==> src/rtl/wb_write_arbiter.sv <==
// wb_write_arbiter: merges the single-cycle ALU result path and a FIFO of
// long-latency results onto the register file's single write port, and keeps
// a pending-register scoreboard so decode can stall on in-flight operands.
// Optional feature macro: WB_BYPASS_EN (long result straight to the write
// port when the FIFO is empty and the ALU is idle).
module wb_write_arbiter #(
    parameter int DATA_W     = 32,
    parameter int ADDR_W     = 5,
    parameter int FIFO_DEPTH = 4,
    parameter int STARVE_MAX = 4
) (
    input  logic                          clock,
    input  logic                          reset,
    input  logic                          alu_valid,
    input  logic [ADDR_W-1:0]             alu_reg,
    input  logic [DATA_W-1:0]             alu_data,
    input  logic                          lng_valid,
    output logic                          lng_ready,
    input  logic [ADDR_W-1:0]             lng_reg,
    input  logic [DATA_W-1:0]             lng_data,
    input  logic                          iss_valid,
    input  logic [ADDR_W-1:0]             iss_reg,
    input  logic [ADDR_W-1:0]             chk_a,
    input  logic [ADDR_W-1:0]             chk_b,
    output logic                          stall,
    output logic                          alu_hold,
    output logic                          WE,
    output logic [ADDR_W-1:0]             WrReg,
    output logic [DATA_W-1:0]             InData,
    output logic [$clog2(FIFO_DEPTH):0]   fifo_count
);

    localparam int PW   = $clog2(FIFO_DEPTH);
    localparam int CW   = PW + 1;
    localparam int SW   = $clog2(STARVE_MAX + 1);
    localparam int NREG = 1 << ADDR_W;
    localparam logic [CW-1:0] DEPTH_C     = CW'(FIFO_DEPTH);
    localparam logic [SW-1:0] STARVE_LAST = SW'(STARVE_MAX - 1);

    logic [ADDR_W-1:0] reg_mem_q  [FIFO_DEPTH];
    logic [DATA_W-1:0] data_mem_q [FIFO_DEPTH];

    logic [PW-1:0]     wr_ptr_q, wr_ptr_d, rd_ptr_q, rd_ptr_d;
    logic [CW-1:0]     count_q, count_d;
    logic [SW-1:0]     starve_q, starve_d;
    logic              hold_q, hold_d;
    logic [NREG-1:0]   pend_q, pend_d;
    logic              we_q, we_d;
    logic [ADDR_W-1:0] wrreg_q, wrreg_d;
    logic [DATA_W-1:0] indata_q, indata_d;

    logic alu_win, nonempty, accept, pop, push, bypass;
    logic [ADDR_W-1:0] head_reg;
    logic [DATA_W-1:0] head_data;

    // Arbitration decisions for this cycle
    always_comb begin
        alu_win   = alu_valid && (alu_reg != '0);
        nonempty  = (count_q != '0);
        lng_ready = !reset && (count_q < DEPTH_C);
        accept    = lng_valid && lng_ready;
        pop       = !alu_win && nonempty;
`ifdef WB_BYPASS_EN
        bypass    = !nonempty && !alu_win && accept && (lng_reg != '0);
`else
        bypass    = 1'b0;
`endif
        push      = accept && (lng_reg != '0) && !bypass;
        head_reg  = reg_mem_q[rd_ptr_q];
        head_data = data_mem_q[rd_ptr_q];
        stall     = pend_q[chk_a] | pend_q[chk_b];
    end

    // Next-state: write port, FIFO pointers/count, scoreboard, starvation guard
    always_comb begin
        we_d     = 1'b0;
        wrreg_d  = wrreg_q;
        indata_d = indata_q;
        if (alu_win) begin
            we_d     = 1'b1;
            wrreg_d  = alu_reg;
            indata_d = alu_data;
        end else if (pop) begin
            we_d     = 1'b1;
            wrreg_d  = head_reg;
            indata_d = head_data;
        end else if (bypass) begin
            we_d     = 1'b1;
            wrreg_d  = lng_reg;
            indata_d = lng_data;
        end

        wr_ptr_d = push ? wr_ptr_q + PW'(1) : wr_ptr_q;
        rd_ptr_d = pop  ? rd_ptr_q + PW'(1) : rd_ptr_q;
        case ({push, pop})
            2'b10:   count_d = count_q + CW'(1);
            2'b01:   count_d = count_q - CW'(1);
            default: count_d = count_q;
        endcase

        // Clears first so a same-cycle issue to the same register wins
        pend_d = pend_q;
        if (pop)    pend_d[head_reg] = 1'b0;
        if (bypass) pend_d[lng_reg]  = 1'b0;
        if (iss_valid && (iss_reg != '0)) pend_d[iss_reg] = 1'b1;

        // Pop and ALU win are exclusive, so any non-ALU-starving cycle clears
        starve_d = '0;
        hold_d   = 1'b0;
        if (alu_win && nonempty) begin
            if (starve_q == STARVE_LAST) hold_d = 1'b1;
            else                         starve_d = starve_q + SW'(1);
        end
    end

    // State registers with synchronous reset
    always_ff @(posedge clock) begin
        if (reset) begin
            wr_ptr_q <= '0;
            rd_ptr_q <= '0;
            count_q  <= '0;
            starve_q <= '0;
            hold_q   <= 1'b0;
            pend_q   <= '0;
            we_q     <= 1'b0;
            wrreg_q  <= '0;
            indata_q <= '0;
        end else begin
            wr_ptr_q <= wr_ptr_d;
            rd_ptr_q <= rd_ptr_d;
            count_q  <= count_d;
            starve_q <= starve_d;
            hold_q   <= hold_d;
            pend_q   <= pend_d;
            we_q     <= we_d;
            wrreg_q  <= wrreg_d;
            indata_q <= indata_d;
        end
    end

    // FIFO storage; contents are don't-care once the count is cleared
    always_ff @(posedge clock) begin
        if (push) begin
            reg_mem_q[wr_ptr_q]  <= lng_reg;
            data_mem_q[wr_ptr_q] <= lng_data;
        end
    end

    // Output drive
    always_comb begin
        WE         = we_q;
        WrReg      = wrreg_q;
        InData     = indata_q;
        alu_hold   = hold_q;
        fifo_count = count_q;
    end

endmodule

==> config.mk <==
export PLATFORM = sky130hd
export DESIGN_NAME = wb_write_arbiter
export DESIGN_NICKNAME = d
export VERILOG_FILES = /design/src/rtl/wb_write_arbiter.sv
export SDC_FILE = /design/constraint.sdc
export NUM_CORES = 1
export LEC_CHECK = 0
export CAP_MARGIN = 30
export CORE_UTILIZATION = 51
export CTS_CLUSTER_DIAMETER = 40
export DETAILED_ROUTE_END_ITERATION = 10
export GPL_TIMING_DRIVEN = 0
export PLACE_DENSITY = 0.75
export SLEW_MARGIN = 0
export SYNTH_ARGS = -nofsm -noshare
export SYNTH_HDL_FRONTEND = slang
export SYNTH_SLANG_ARGS = --single-unit
==> constraint.sdc <==
create_clock -name clock -period 8.15 [get_ports clock]
set_input_delay 1.63 -clock clock [delete_from_list [all_inputs] [get_ports clock]]
set_output_delay 1.63 -clock clock [all_outputs]
set_load 0.02 [all_outputs]
==> impl_metrics.env, run 1 <==
export IMPL_yosysSeqAreaShare_pct=63.5
export IMPL_grt_pass1_wl_mm=36.3
export IMPL_cts_setup_buffers=0
export IMPL_hold_slack_ns=0.417
export IMPL_max_cap_violations=0
export IMPL_p_seq_share_pct=40.4
export IMPL_dr_pass1_iters=5
export IMPL_cts_max_level=1
export IMPL_netlist_area_sq_um=9620
export IMPL_cts_tree="built"
export IMPL_fin_crit_ns=5.44
export IMPL_area_growth_pct=27.0
export IMPL_cts_resized=0
export IMPL_vdd_drop_max_uv=197
export IMPL_async_flop_share_pct=0
export IMPL_timing_critical_path_from_type="input pin"
export IMPL_antenna_found_initial=3
export IMPL_grt_pass1_vias=6923
export IMPL_clk_path_buf_depth=3
export IMPL_worstHoldPathType="flip-flop to flip-flop"
export IMPL_grt_max_degree=23
export IMPL_final_common_cell="edfxtp_1"
export IMPL_synthCells=703
export IMPL_crit_path_frequent_cell="mux4_2"
export IMPL_drt_iter0_markers=470
export IMPL_vias=6609
export IMPL_pwr_share_clk_pct=34.2
export IMPL_max_stage_delay_ns=0.59
export IMPL_p_sw_w=0.00102
export IMPL_crit_arrival_ns=3.81
export IMPL_io_pin_count=138
export IMPL_wirelength_mm=23.2
export IMPL_yosys_register_bits=231
export IMPL_endpoint_kind="primary output"
export IMPL_root_buffer="clkbuf_16"
export IMPL_clkTransAtPathRegs_ns=0.06
export IMPL_critical_path_max_fanout=8
export IMPL_syn_num_nets=805
export IMPL_via_per_inst=5.90
export IMPL_hold_violations=0
export IMPL_max_freq_ghz=0.184
export IMPL_grtUsageTotal_pct=24.2
export IMPL_drc_errors=0
export IMPL_synthFlopType="edfxtp_1"
export IMPL_yosys_warnings=0
export IMPL_fin_nets=971
export IMPL_power_share_combinational_pct=25.4
export IMPL_tightest_slew_ns=0.820
export IMPL_crit_type="input pin to primary output"
export IMPL_slew_violations=0
export IMPL_overflow=0
export IMPL_holdBufCountCts=0
export IMPL_die_y_um=139
export IMPL_switching_share_pct=30.1
export IMPL_gp_congestion=0.944
export IMPL_dp_hpwl_mm=16.1
export IMPL_synth_edff_count=148
export IMPL_final_setup_tns_ns=0
export IMPL_leakage_nw=4.11
export IMPL_ys_types=45
export IMPL_slowest_stage="mux4_2"
export IMPL_slew_headroom_pct=44.9
export IMPL_skew_ns=0.00867
export IMPL_initial_core_util_pct=52.8
export IMPL_power_density_cell_area_nw_per_um2=278
export IMPL_cts_buffers=26
export IMPL_row_count=49
export IMPL_status="finished clean"
export IMPL_fin_crit_sh_pct=66.8
export IMPL_core_sq_um=18200
export IMPL_postRouteAntennaNets=0
export IMPL_crit_chain="clkbuf_1 > mux4_2 > mux4_2 > nand2_1 > nand4b_1 > clkdlybuf4s50_1"
export IMPL_grt_setup_unrepaired="no"
export IMPL_wl_per_cell_um=20.7
export IMPL_cts_sinks=231
export IMPL_setup_viol=0
export IMPL_design_die_area_sq_um=19400
export IMPL_crit_required_ns=6.52
export IMPL_drive_above_1_share_pct=14.3
export IMPL_portBuffers=134
export IMPL_clk_latency_ns=0.52
export IMPL_mostFrequentLayoutCells="edfxtp_1, clkdlybuf4s50_1, nand2_1, dfxtp_1, o21ai_0"
export IMPL_cell_internal_pwr_w=0.00238
export IMPL_syn_area_per_cell_sq_um=13.7
export IMPL_die_w_um=139
## flip-flops by register name, indices dropped and copies added (netlist names), named ones only
register and count:
starve_q 3, pend_q 32, wr_ptr_q 2, InData 32
data_mem_q 128, rd_ptr_q 2, alu_hold 1, fifo_count 3
reg_mem_q 20, WrReg 5, WE 1
## stage by stage
step	utilization, %	total power (W)	worst slack, ns	std cells	instance area (sq um)
2_1_floorplan	-	0.00193	3.33	703	9620
3_5_place_dp	62.3	0.00226	2.69	1070	11300
6_report	67.1	0.00340	2.71	1120	12200
4_1_cts	67.1	0.00342	2.69	1118	12200
3_3_place_gp	61.8	0.00224	2.74	1066	11300
5_1_grt	67.1	0.00354	2.66	1118	12200
## metal layers
layer  GRT usage (%)  part of all wire [%]  vias up
met1            29.2                    39     3258
met2            42.6                    51      297
met5               0                     0        -
met3            4.68                   7.4       58
li1                -                     -     2996
met4            9.59                   3.2        0
## worst max-delay path, delay by kind of cell
kind,cells,cell delay (ns)
buf+inv,2,0.95
mux,2,1.06
simple gates,2,0.16
## power by group through the flow
| stage | registers (W) | clock network, W | logic (W) |
|---|---|---|---|
| after floorplan | 0.00144 | 0 | 0.000489 |
| after global placement | 0.00139 | 0 | 0.000842 |
| after detailed placement | 0.00140 | 0 | 0.000866 |
| after CTS | 0.00137 | 0.00118 | 0.000874 |
| after global routing | 0.00138 | 0.00122 | 0.000931 |
| final | 0.00138 | 0.00116 | 0.000862 |
## path summary, 6_finish.rpt
| kind | start | endpoint | slack (ns) | cells past startpoint |
|---|---|---|---|---|
| worst min register to register | starve_q[0] | starve_q[0] | 0.42 | 1 |
| worst max register to register | fifo_count[0] | fifo_count[2] | 5.45 | 9 |
| worst max-delay path | chk_a[1] | stall | 2.71 | 6 |
| worst min-delay path | starve_q[0] | starve_q[0] | 0.42 | 1 |
## logic make-up (layout without fill, tap and decap cells)
kind of cell	after synthesis	count (layout)	synth area share, %
flip-flops	231	231	63.5
AND/OR/NAND/NOR	219	219	10.6
AO/OA/AOI/OAI	123	123	9.08
multiplexers	65	65	12.5
buffers and inverters	52	238	2.78
adder cells (fa/ha/maj)	8	8	1.12
XOR/XNOR	5	5	0.455
other	0	2	0
## synth_stat cells (8+ instances only)
library cell / n / share of area, %
buf_2: 9 / 0.47
nand3_1: 8 / 0.42
mux2i_1: 21 / 2.2
nor2b_1: 39 / 2.5
o21ai_0: 59 / 3.1
edfxtp_1: 148 / 46
a21oi_1: 10 / 0.52
mux4_2: 44 / 10
clkbuf_1: 19 / 0.74
a311oi_1: 25 / 2.3
dfxtp_1: 83 / 17
inv_1: 12 / 0.47
nand2_1: 86 / 3.4
a311oi_2: 12 / 1.9
nor2_1: 56 / 2.2
## layout make-up
cell class              count  area (sq um)
repair buffers            138          1430
diodes                      2          5.00
clock inverters            19           188
plain buffers              40           223
inverters                  12          45.0
multi-input cells         420          3250
clock buffers              29           683
well taps                 229           287
flip-flops and latches    231          6110
fillers                  1230          5990
(Power assumes the default switching activity.)
==> run 2, diff against run 1 <==
--- a/config.mk
+++ b/config.mk
@@ -6,11 +6,11 @@
 export NUM_CORES = 1
 export LEC_CHECK = 0
 export CAP_MARGIN = 30
-export CORE_UTILIZATION = 51
+export CORE_UTILIZATION = 49
 export CTS_CLUSTER_DIAMETER = 40
 export DETAILED_ROUTE_END_ITERATION = 10
 export GPL_TIMING_DRIVEN = 0
-export PLACE_DENSITY = 0.75
+export PLACE_DENSITY = 0.76
 export SLEW_MARGIN = 0
 export SYNTH_ARGS = -nofsm -noshare
 export SYNTH_HDL_FRONTEND = slang
==> constraint.sdc (replaced) <==
create_clock -name clock -period 4.6 [get_ports clock]
set_input_delay 0.92 -clock clock [delete_from_list [all_inputs] [get_ports clock]]
set_output_delay 0.92 -clock clock [all_outputs]
set_load 0.02 [all_outputs]
==> impl_metrics.env, run 2 (same netlist as run 1, synthesis figures left out) <==
export IMPL_crit_path_frequent_cell="mux4_2"
export IMPL_max_stage_delay_ns=0.56
export IMPL_switching_share_pct=29.9
export IMPL_slowest_stage="mux4_2"
export IMPL_max_freq_ghz=0.252
export IMPL_r2r_cells=9
export IMPL_largest_register_ffs=128
export IMPL_die_w_um=142
export IMPL_power_share_combinational_pct=25.3
export IMPL_drc_errors=0
export IMPL_wirelength_mm=23.0
export IMPL_initial_core_util_pct=50.8
export IMPL_fin_crit_sh_pct=86.3
export IMPL_drt_iter0_markers=536
export IMPL_drive_above_1_share_pct=14.5
export IMPL_path_delay_family="multiplexers"
export IMPL_worstHoldPathType="flip-flop to flip-flop"
export IMPL_die_y_um=142
export IMPL_final_cell_area_sq_um=12300
export IMPL_max_cap_violations=0
export IMPL_cts_setup_buffers=0
export IMPL_row_count=50
export IMPL_p_seq_share_pct=40.0
export IMPL_skew_ns=0.00765
export IMPL_reg2reg_to="fifo_count[2]"
export IMPL_cts_buffers=27
export IMPL_worst_r2r_setup_slack_ns=1.86
export IMPL_critical_path_max_fanout=8
export IMPL_cts_sinks=231
export IMPL_vdd_drop_max_uv=404
export IMPL_portBuffers=134
export IMPL_crit_arrival_ns=3.05
export IMPL_cell_internal_pwr_w=0.00426
export IMPL_slew_headroom_pct=41.0
export IMPL_cts_resized=0
export IMPL_cts_tree="built"
export IMPL_power_density_cell_area_nw_per_um2=496
export IMPL_dp_hpwl_mm=15.3
export IMPL_gp_congestion=0.877
export IMPL_timing_critical_path_from_type="input pin"
export IMPL_clk_latency_ns=0.51
export IMPL_fin_crit_ns=3.97
export IMPL_setup_viol=0
export IMPL_core_sq_um=19000
export IMPL_hold_path_endpoint="starve_q[0]"
export IMPL_hold_violations=0
export IMPL_grt_pass1_wl_mm=36.1
export IMPL_top_register="data_mem_q"
export IMPL_place_area_sq_um=11400
export IMPL_via_per_inst=5.64
export IMPL_min_from="starve_q[0]"
export IMPL_postRouteAntennaNets=0
export IMPL_clk_path_buf_depth=3
export IMPL_crit_type="input pin to primary output"
export IMPL_mostFrequentLayoutCells="edfxtp_1, clkdlybuf4s50_1, nand2_1, dfxtp_1, o21ai_0"
export IMPL_fin_nets=972
export IMPL_grt_setup_unrepaired="no"
export IMPL_wl_per_cell_um=20.0
export IMPL_tightest_slew_ns=0.879
export IMPL_status="finished clean"
export IMPL_leakage_nw=4.11
export IMPL_slew_violations=0
export IMPL_clkTransAtPathRegs_ns=0.06
export IMPL_crit_chain="clkbuf_1 > mux4_2 > mux4_2 > nand2_1 > nand4b_1 > clkdlybuf4s50_1"
export IMPL_cts_max_level=1
export IMPL_area_growth_pct=27.6
export IMPL_grt_max_degree=26
export IMPL_vias=6486
export IMPL_grtUsageTotal_pct=23.4
export IMPL_holdBufCountCts=0
export IMPL_final_common_cell="edfxtp_1"
export IMPL_pwr_share_clk_pct=34.6
export IMPL_grt_pass1_vias=6698
export IMPL_final_setup_tns_ns=0
export IMPL_holdPathStages=1
export IMPL_crit_buf_inv=2
export IMPL_io_pin_count=138
export IMPL_final_util_pct=64.8
export IMPL_root_buffer="clkbuf_16"
export IMPL_design_die_area_sq_um=20200
export IMPL_p_sw_w=0.00182
export IMPL_r2r_start="fifo_count[0]"
export IMPL_endpoint_kind="primary output"
export IMPL_overflow=0
export IMPL_antenna_found_initial=0
export IMPL_crit_required_ns=3.68
export IMPL_dr_pass1_iters=5
-- run 2: cell count changes in the layout (fill, tap and decap cells not counted), sizes merged --
cell      delta
inv          -3
clkinvlp     +1
diode        -1
bufinv       +1
clkbuf       +1
-- run 2: final cells by class --
type | count | area, sq um
Inverter | 12 | 45.0
Clock buffer | 30 | 687
Fill cell | 1388 | 6680
Multi-Input combinational cell | 420 | 3250
Buffer | 40 | 223
Clock inverter | 18 | 203
Sequential cell | 231 | 6110
Antenna cell | 1 | 2.50
Timing Repair Buffer | 138 | 1430
Tap cell | 260 | 325
-- run 2: worst max-delay path by stage --
stage	start	endpoint	slack (ns)	cells past startpoint
floorplan	chk_a[1]	stall	1.20	5
global placement	reset	data_mem_q[3][23]	0.41	5
detailed placement	chk_a[1]	stall	0.61	6
CTS	chk_a[1]	stall	0.61	6
global route	chk_a[1]	stall	0.56	6
finish	chk_a[1]	stall	0.63	6
-- run 2: power by group through the flow --
stage          clock network (W)  registers (W)  logic (W)
6_report                 0.00211        0.00243    0.00154
5_1_grt                  0.00220        0.00245    0.00167
4_1_cts                  0.00213        0.00243    0.00156
3_5_place_dp                   0        0.00247    0.00154
3_3_place_gp                   0        0.00248    0.00150
2_1_floorplan                  0        0.00256   0.000866
-- run 2: per-layer routing --
layer	GRT usage (%)	vias to the layer above	wire length [um]
li1	-	3000	-
met1	30.5	3187	9470
met2	40.1	256	11500
met3	3.87	43	1570
met4	7.47	0	491
met5	0	-	0
-- run 2: stage by stage --
stage	power, W	cells	hold WS (ns)	setup slack, ns
after floorplan	0.00342	703	0.399	1.20
after global placement	0.00398	1097	0.413	0.415
after detailed placement	0.00401	1101	0.419	0.611
after CTS	0.00612	1149	0.432	0.613
after global routing	0.00633	1149	0.443	0.563
final	0.00608	1150	0.439	0.631
==> run 3, diff against run 2 <==
--- a/config.mk
+++ b/config.mk
@@ -6,11 +6,14 @@
 export NUM_CORES = 1
 export LEC_CHECK = 0
 export CAP_MARGIN = 30
-export CORE_UTILIZATION = 49
+export CELL_PAD_IN_SITES_DETAIL_PLACEMENT = 1
+export CELL_PAD_IN_SITES_GLOBAL_PLACEMENT = 2
+export CORE_UTILIZATION = 34
 export CTS_CLUSTER_DIAMETER = 40
 export DETAILED_ROUTE_END_ITERATION = 10
 export GPL_TIMING_DRIVEN = 0
-export PLACE_DENSITY = 0.76
+export PLACE_DENSITY_LB_ADDON = 0.1
+export REMOVE_ABC_BUFFERS = 1
 export SLEW_MARGIN = 0
 export SYNTH_ARGS = -nofsm -noshare
 export SYNTH_HDL_FRONTEND = slang
==> impl_metrics.env, run 3 (same netlist as run 1, synthesis figures left out) <==
export IMPL_dp_hpwl_mm=16.9
export IMPL_grt_met2_usage_pct=31.7
export IMPL_finalWorstSetupSlack_ns=0.220
export IMPL_fin_crit_sh_pct=95.2
export IMPL_crit_arrival_ns=3.46
export IMPL_antenna_found_initial=0
export IMPL_crit_buf_inv=2
export IMPL_use_met3_pct=3.88
export IMPL_cts_tree="built"
export IMPL_gp_congestion=0.810
export IMPL_final_common_cell="edfxtp_1"
export IMPL_io_pin_count=138
export IMPL_vias=6357
export IMPL_power_density_cell_area_nw_per_um2=548
export IMPL_status="finished clean"
export IMPL_row_count=61
export IMPL_mostFrequentLayoutCells="edfxtp_1, clkdlybuf4s50_1, nand2_1, dfxtp_1, o21ai_0"
export IMPL_root_buffer="clkbuf_16"
export IMPL_hold_violations=0
export IMPL_skew_ns=0.0136
export IMPL_diodes=0
export IMPL_dp_slack_ns=-0.0273
export IMPL_drt_iter0_markers=308
export IMPL_cp_depth=6
export IMPL_reg2reg_to="pend_q[25]"
export IMPL_via_per_inst=5.05
export IMPL_max_cap_violations=0
export IMPL_grt_max_degree=56
export IMPL_max_stage_delay_ns=0.75
export IMPL_cts_buffers=38
export IMPL_portBuffers=137
export IMPL_largest_register_ffs=128
export IMPL_setup_viol=0
export IMPL_grtUsageMet1_pct=21.1
export IMPL_critical_path_max_fanout=8
export IMPL_wl_per_cell_um=19.7
export IMPL_cts_max_level=2
export IMPL_top_register="data_mem_q"
export IMPL_core_sq_um=27800
export IMPL_drive_above_1_share_pct=16.2
export IMPL_clk_latency_ns=0.52
export IMPL_cts_sinks=231
export IMPL_final_cell_area_sq_um=12900
export IMPL_worstHoldPathType="flip-flop to flip-flop"
export IMPL_grt_setup_unrepaired="no"
export IMPL_grt_busiest_layer="met2"
export IMPL_crit_type="input pin to primary output"
export IMPL_die_w_um=170
export IMPL_slew_headroom_pct=37.8
export IMPL_endpoint_kind="primary output"
export IMPL_dr_pass1_iters=4
export IMPL_r2r_cells=5
export IMPL_leakage_nw=4.32
export IMPL_slowest_stage="clkdlybuf4s50_1"
export IMPL_postRouteAntennaNets=0
export IMPL_clkTransAtPathRegs_ns=0.05
export IMPL_overflow=0
export IMPL_initial_core_util_pct=34.6
export IMPL_grt_pass1_vias=7045
export IMPL_timing_critical_path_from_type="input pin"
export IMPL_wirelength_mm=24.8
export IMPL_area_growth_pct=33.8
export IMPL_fin_nets=954
export IMPL_grtUsageTotal_pct=17.7
export IMPL_fin_crit_ns=4.38
export IMPL_worst_r2r_setup_slack_ns=1.88
export IMPL_crit_required_ns=3.68
export IMPL_place_area_sq_um=11500
export IMPL_die_y_um=170
export IMPL_crit_chain="clkdlybuf4s50_1 > mux4_2 > mux4_2 > nand2_1 > nand4b_1 > clkdlybuf4s50_1"
export IMPL_path_delay_family="buffers and inverters"
export IMPL_power_w=0.00705
export IMPL_holdBufCountCts=0
export IMPL_design_die_area_sq_um=29000
export IMPL_clk_path_buf_depth=3
export IMPL_tightest_slew_ns=0.931
export IMPL_vdd_drop_max_uv=363
export IMPL_max_freq_ghz=0.228
export IMPL_startpoint="chk_a[1]"
export IMPL_slew_violations=0
export IMPL_crit_end="stall"
export IMPL_grt_pass1_wl_mm=39.1
export IMPL_drc_errors=0
run 3: cell count changes in the layout (fill, tap and decap cells not counted), moves of 2 or more:
cell	delta
buf_12	+4
dfxtp_1	-2
buf_1	-5
bufinv_16	+5
clkbuf_1	-15
clkbuf_16	+12
buf_2	-9
buf_8	-4
clkinv_2	-3
run 3: worst register-to-register path, delay by kind of cell, from the launching register on:
family | cells | cell delay, ns
AO/OA/AOI/OAI | 2 | 0.50
buffers and inverters | 1 | 0.10
flip-flops | 1 | 0.86
multiplexers | 1 | 0.64
AND/OR/NAND/NOR | 1 | 0.49
run 3: final cells by class:
cell class	count	area [sq um]
Clock buffer	47	1020
Clock inverter	23	369
Fill cell	2841	14900
Inverter	12	45.0
Multi-Input combinational cell	420	3260
Sequential cell	231	6110
Tap cell	378	473
Timing Repair Buffer	149	1600
run 3: routing by layer:
layer / wire length, um / up-vias
met4: 478 / 0
met3: 1150 / 40
met2: 12900 / 136
met1: 10300 / 3211
met5: 0 / -
li1: - / 2970
run 3: how the worst min path moves through the flow:
stage	startpoint	endpoint	slack (ns)	cells after the start
2_1_floorplan	starve_q[0]	starve_q[0]	0.40	1
3_3_place_gp	starve_q[0]	starve_q[0]	0.41	1
3_5_place_dp	starve_q[0]	starve_q[0]	0.43	1
4_1_cts	starve_q[0]	starve_q[0]	0.43	1
5_1_grt	starve_q[0]	starve_q[0]	0.44	1
6_report	starve_q[0]	starve_q[0]	0.42	1
run 3: repair_timing:
action,4_1_cts,5_1_grt
gates resized for setup,1,1
buffers inserted,0,0
setup endpoints to repair,1,1
run 3: stage by stage:
step	hold WS (ns)	util [%]	std cells	setup TNS, ns
detailed placement	0.425	41.3	1190	-0.0273
finish	0.425	46.3	1260	0
CTS	0.432	46.3	1260	0
global route	0.442	46.3	1260	0
floorplan	0.399	-	663	0
global placement	0.410	40.5	1178	-377.72
run 3: where the power goes:
part / internal (W) / switching [W] / total, W
Sequential: 0.00236 / 0.000172 / 0.00254
Clock: 0.00204 / 0.00101 / 0.00305
Combinational: 0.000675 / 0.000794 / 0.00147
Total: 0.00508 / 0.00197 / 0.00705
